===== src/rtl/dup_check_alu.sv =====
// rtl/dup_check_alu.sv - two-stage duplicated ALU with input-code check, X/Y compare and fault-state tracking
// Optional FAULT_INJ_EN adds input inj, which flips bit 0 of channel Y on load.
module dup_check_alu #(
   parameter int WIDTH      = 3,
   parameter int ERR_THRESH = 3,
   parameter int CLEAN_RUN  = 4,
   parameter int CNT_W      = 4
) (
   input  logic             clk_50,
   input  logic             rst,
   input  logic             in_valid,
   input  logic [WIDTH-1:0] a,
   input  logic [WIDTH-1:0] b,
   input  logic             par,
   input  logic [2:0]       c,
   input  logic             clr_fault,
`ifdef FAULT_INJ_EN
   input  logic             inj,
`endif
   output logic             out_valid,
   output logic [WIDTH-1:0] x,
   output logic             xc,
   output logic [1:0]       xe,
   output logic [WIDTH-1:0] y,
   output logic             yc,
   output logic [1:0]       ye,
   output logic [1:0]       fault_state,
   output logic [CNT_W-1:0] err_cnt
);

   localparam int RUN_W = $clog2(CLEAN_RUN + 1);
   localparam logic [CNT_W-1:0] L_THRESH = CNT_W'(ERR_THRESH);
   localparam logic [CNT_W-1:0] L_CNT_MAX = '1;
   localparam logic [RUN_W-1:0] L_RUN = RUN_W'(CLEAN_RUN);

   typedef enum logic [1:0] {
      ST_NORMAL   = 2'b00,
      ST_DEGRADED = 2'b01,
      ST_FAILED   = 2'b10
   } state_t;

   state_t           r_state, w_next_state;
   logic [CNT_W-1:0] r_err_cnt, w_next_cnt, w_cnt_inc;
   logic [RUN_W-1:0] r_run, w_next_run;

   logic             r1_valid, r1_perr, r1_oherr;
   logic [WIDTH-1:0] r1_a, r1_b;
   logic [2:0]       r1_c;

   logic [WIDTH-1:0] w_x_res, w_y_sum, w_y_res, w_y_final;
   logic             w_x_c, w_y_c, w_y_carry, w_ierr, w_evt, w_clean;

   // Stage 1: operand capture and input-code checks; FAILED blocks new work.
   always_ff @(posedge clk_50 or posedge rst) begin
      if (rst) begin
         r1_valid <= 1'b0;
         r1_a     <= '0;
         r1_b     <= '0;
         r1_c     <= '0;
         r1_perr  <= 1'b0;
         r1_oherr <= 1'b0;
      end else begin
         r1_valid <= in_valid && (r_state != ST_FAILED);
         if (in_valid) begin
            r1_a     <= a;
            r1_b     <= b;
            r1_c     <= c;
            r1_perr  <= ^{a, b, par};
            r1_oherr <= !((c == 3'b001) || (c == 3'b010) || (c == 3'b100));
         end
      end
   end

   always_comb begin
      w_x_res = '0;
      w_x_c   = 1'b0;
      case (r1_c)
         3'b001:  {w_x_c, w_x_res} = {1'b0, r1_a} + {1'b0, r1_b};
         3'b010:  w_x_res = r1_a & r1_b;
         3'b100:  w_x_res = r1_a ^ r1_b;
         default: w_x_res = '0;
      endcase
   end

   // Channel Y uses a ripple-carry and De Morgan forms so it shares no gates with X.
   always_comb begin
      w_y_sum   = '0;
      w_y_carry = 1'b0;
      for (int i = 0; i < WIDTH; i++) begin
         w_y_sum[i] = r1_a[i] ^ r1_b[i] ^ w_y_carry;
         w_y_carry  = (r1_a[i] & r1_b[i]) | (w_y_carry & (r1_a[i] ^ r1_b[i]));
      end
      w_y_res = '0;
      w_y_c   = 1'b0;
      if (r1_c[0]) begin
         w_y_res = w_y_sum;
         w_y_c   = w_y_carry;
      end else if (r1_c[1]) begin
         w_y_res = ~(~r1_a | ~r1_b);
      end else if (r1_c[2]) begin
         w_y_res = (r1_a | r1_b) & ~(r1_a & r1_b);
      end
   end

`ifdef FAULT_INJ_EN
   assign w_y_final = w_y_res ^ {{(WIDTH-1){1'b0}}, inj};
`else
   assign w_y_final = w_y_res;
`endif

   assign w_ierr = r1_perr | r1_oherr;

   // Stage 2: result registers; x/y/carries hold while no data is present.
   always_ff @(posedge clk_50 or posedge rst) begin
      if (rst) begin
         out_valid <= 1'b0;
         x  <= '0;
         y  <= '0;
         xc <= 1'b0;
         yc <= 1'b0;
         xe <= 2'b00;
         ye <= 2'b00;
      end else if (r1_valid) begin
         out_valid <= 1'b1;
         if (w_ierr) begin
            x  <= '0;
            y  <= '0;
            xc <= 1'b0;
            yc <= 1'b0;
            xe <= 2'b11;
            ye <= 2'b01;
         end else begin
            x  <= w_x_res;
            y  <= w_y_final;
            xc <= w_x_c;
            yc <= w_y_c;
            xe <= 2'b01;
            ye <= ({w_x_res, w_x_c} == {w_y_final, w_y_c}) ? 2'b01 : 2'b11;
         end
      end else begin
         out_valid <= 1'b0;
         xe <= 2'b00;
         ye <= 2'b00;
      end
   end

   assign w_evt     = out_valid && ((xe == 2'b11) || (ye == 2'b11));
   assign w_clean   = out_valid && !w_evt;
   assign w_cnt_inc = (r_err_cnt == L_CNT_MAX) ? r_err_cnt : r_err_cnt + 1'b1;

   always_ff @(posedge clk_50 or posedge rst) begin
      if (rst) begin
         r_state   <= ST_NORMAL;
         r_err_cnt <= '0;
         r_run     <= '0;
      end else begin
         r_state   <= w_next_state;
         r_err_cnt <= w_next_cnt;
         r_run     <= w_next_run;
      end
   end

   always_comb begin
      w_next_state = r_state;
      w_next_cnt   = r_err_cnt;
      w_next_run   = r_run;
      if (clr_fault) begin
         // Clear wins first; a coincident event is then counted unless we were FAILED.
         w_next_state = ST_NORMAL;
         w_next_cnt   = '0;
         w_next_run   = '0;
         if (w_evt && (r_state != ST_FAILED)) begin
            w_next_state = ST_DEGRADED;
            w_next_cnt   = CNT_W'(1);
         end
      end else begin
         case (r_state)
            ST_NORMAL: begin
               if (w_evt) begin
                  w_next_state = ST_DEGRADED;
                  w_next_cnt   = w_cnt_inc;
                  w_next_run   = '0;
               end
            end
            ST_DEGRADED: begin
               if (w_evt) begin
                  w_next_cnt = w_cnt_inc;
                  w_next_run = '0;
                  if (w_cnt_inc >= L_THRESH) w_next_state = ST_FAILED;
               end else if (w_clean) begin
                  if (r_run + 1'b1 >= L_RUN) begin
                     w_next_state = ST_NORMAL;
                     w_next_run   = '0;
                  end else begin
                     w_next_run = r_run + 1'b1;
                  end
               end
            end
            default: ;
         endcase
      end
   end

   assign fault_state = r_state;
   assign err_cnt     = r_err_cnt;

endmodule


===== config.mk =====
export PLATFORM = sky130hd
export DESIGN_NAME = dup_check_alu
export DESIGN_NICKNAME = d
export VERILOG_FILES = /design/src/rtl/dup_check_alu.sv
export SDC_FILE = /design/constraint.sdc
export NUM_CORES = 1
export LEC_CHECK = 0
export BUFFER_PORTS_ARGS = -buffer_cell sky130_fd_sc_hd__buf_2
export CORE_ASPECT_RATIO = 1.1
export CORE_MARGIN = 1
export CORE_UTILIZATION = 59
export CTS_BUF_LIST = sky130_fd_sc_hd__clkbuf_8 sky130_fd_sc_hd__clkbuf_16
export CTS_CLUSTER_SIZE = 20
export DETAILED_ROUTE_END_ITERATION = 12
export GPL_TIMING_DRIVEN = 1
export PLACE_DENSITY_LB_ADDON = 0.12
export SLEW_MARGIN = 15
export SYNTH_ARGS = -nofsm -noshare
export SYNTH_HDL_FRONTEND = slang
export SYNTH_SLANG_ARGS = --single-unit
export TNS_END_PERCENT = 50

===== constraint.sdc =====
create_clock -name clk_50 -period 4.6 [get_ports clk_50]
set_clock_uncertainty 0.05 [all_clocks]
set_input_delay 0.23 -clock clk_50 [delete_from_list [all_inputs] [get_ports clk_50]]
set_output_delay 0.23 -clock clk_50 [all_outputs]
set_load 0.05 [all_outputs]

==> reports/qor.csv <==
metric;value;unit
gp_congestion;0.911;
htreeDepth;2;
endpoint;ye[1];
die_width;54.1;um
die-area;0.00321;mm^2
crit_path_start_kind;register;
rows;20;
grt_start_max_net_pins;33;
insertion_delay;0.28;ns
nNetsFinal;223;
synthArstFlopShare;100;%
yosys-top-cells-area;dfrtp_1, mux2_2, ha_1;
hold_path.class;in -> reg;
end_kind;register;
fillers;218;
num_antenna_cells;0;
fmax;0.439;GHz
top_level_ports;33;
rsz0062_at_grt;no;
postCtsResizedCells;0;
path_max_fanout;4;
synthTopCellsByCount;dfrtp_1, nand2_1, o21ai_0;
cts_made_buffers;5;
status;completed;
ant_nets;0;
timing.final.max_slew_violations;0;
grt.total_usage;25.9;%
dr.pass1.iters;4;
max_slew_margin;61.0;%
reg2reg_depth;8;
drt_iter0_drc;62;
post_drt_wl_per_cell;15.1;um
critPathKind;reg -> reg;
avgSynthCellArea;10.4;um^2
critPathArrivalTime;2.38;ns
antenna_found_initial;0;
final-hold-violation-count;0;
r2r_end;ye[1];
fin_area;0.00205;mm^2
placed_area;0.00193;mm^2
leakage;0.983;nW
syn2layout_area_growth;16.5;%
yosys.area.top_type;dfrtp_1;
crit_required;4.71;ns
tns;0;ns
gr-total-overflow;0;
clockRootBuffer;clkbuf_8;
synth_top_area_share;45.5;%
viasPerCell;5.98;
ys_types;50;
ys_ff_latch;32;
drc_errors;0;
peakVddDrop;0.280;mV
cap_violations;0;
cts.clk_slew.worst_paths;0.07;ns
grt_pass1_vias;1320;
netlist_area;0.00176;mm^2
fin_util;73.2;%
yosysWarnings;0;
setup_violations;0;
routed_wl;3570;um
synth_nets;190;
clkSinkCount;32;
synth_edf_count;0;
grt_pass1_wl;5790;um
yosysSeqAreaShare;45.5;%
seqCellArea;801;um^2
die-height;59.3;um
setup_slack;2.32;ns
crit_path_start;r1_a[0];
powerDensity;433;mW/mm^2
multi_input_area;882;um^2
core;0.00280;mm^2
vias;1412;
worst_pin_slew;0.577;ns
r2r_setup_slack;2.32;ns
r2r-start;r1_a[0];
synth_cells;169;
cts_buffer_depth;2;
finalCritPeriodShare;49.5;%
place_ws;2.36;ns
initial_utilization;62.8;%
cts_tree;yes;
drive_gt1_share;28.1;%
post-dp-hpwl;2620;um
port-buffer-count;32;
synth_ff_type;dfrtp_1;
fin_crit;2.28;ns
post-synth-top-count-cell;dfrtp_1;
logic make-up (layout without fill, tap and decap cells):
group,after synthesis,after routing,share of synthesized area [%]
adder cells (fa/ha/maj),7,7,5.83
AO/OA/AOI/OAI,46,46,18.8
multiplexers,9,9,5.69
XOR/XNOR,9,9,4.48
AND/OR/NAND/NOR,48,48,15.4
flip-flops,32,32,45.5
buffers and inverters,18,52,4.41
placed cells by master (no fill, tap or decap), types with 2 or more instances in the layout:
cell,netlist,layout
a21o_1,3,3
fa_1,2,2
xnor2_1,5,5
nor3_1,4,4
xor2_1,4,4
nor3b_1,2,2
ha_1,5,5
a2bb2oi_1,2,2
nand3b_1,2,2
mux2_2,8,8
nand2_1,11,11
dfrtp_1,32,32
a31oi_1,2,2
o2bb2ai_1,3,3
nand2b_1,4,4
inv_1,9,9
nand3_1,4,4
nor2_1,7,7
a21oi_1,8,8
buf_2,2,32
clkbuf_8,0,5
a22o_1,4,4
nor2b_1,5,5
o21ai_0,11,11
where the power goes:
group / switching [W] / internal (W) / leakage, nW / total (W)
registers: 0.0000399 / 0.000316 / 0.411 / 0.000356
clock network: 0.000104 / 0.000160 / 0.0541 / 0.000264
logic: 0.000170 / 0.0000977 / 0.518 / 0.000268
per-layer routing:
layer | vias to the layer above | track usage, % | wire length [um]
li1 | 670 | - | -
met2 | 49 | 44.6 | 1900
met5 | - | 0 | 0
met1 | 680 | 30.3 | 1450
met3 | 13 | 6.92 | 150
met4 | 0 | 9.52 | 70
cell type report:
type	count	area share [%]
repair buffers	34	8.66
multi-input cells	119	43.0
flip-flops and latches	32	39.0
clock inverters	3	2.07
clock buffers	5	3.36
well taps	33	2.01
inverters	10	1.83
sequential cells by signal, summed over array words and instances, names as in the netlist:
signal,flops
err_cnt,4
r1_a,3
r1_b,3
r1_c,3
r_run,3
x,3
y,3
fault_state,2
ye,2
r1_oherr,1
r1_perr,1
r1_valid,1
xc,1
xe,1
yc,1
metrics by stage:
stage	total power [W]	cells	hold slack [ns]
global placement	0.000617	227	0.271
floorplan	0.000564	169	0.296
CTS	0.000894	236	0.124
detailed placement	0.000626	227	0.280
global route	0.000931	236	0.160
finish	0.000887	236	0.130
critical path, stage by stage, from the launching register on:
cell and delay (ns):
dfrtp_1 0.35, ha_1 0.21, inv_1 0.07, fa_1 0.39
fa_1 0.54, nor2b_1 0.19, a21oi_1 0.09, a31oi_1 0.18
o211ai_1 0.10
worst min path at each step:
| stage | slack [ns] | endpoint | start | depth (start not counted) |
|---|---|---|---|---|
| floorplan | 0.30 | err_cnt[0] | rst | 1 |
| global placement | 0.27 | r_run[0] | rst | 3 |
| detailed placement | 0.28 | r_run[0] | rst | 3 |
| CTS | 0.12 | r1_a[1] | a[1] | 3 |
| global route | 0.16 | r1_a[2] | a[2] | 3 |
| finish | 0.13 | r1_a[2] | a[2] | 3 |
timing repair:
action	CTS	global route
hold buffers	1	0
endpoints found under the hold margin	32	0
setup buffers	0	0
Note: power is estimated with default switching activity, not from simulation.
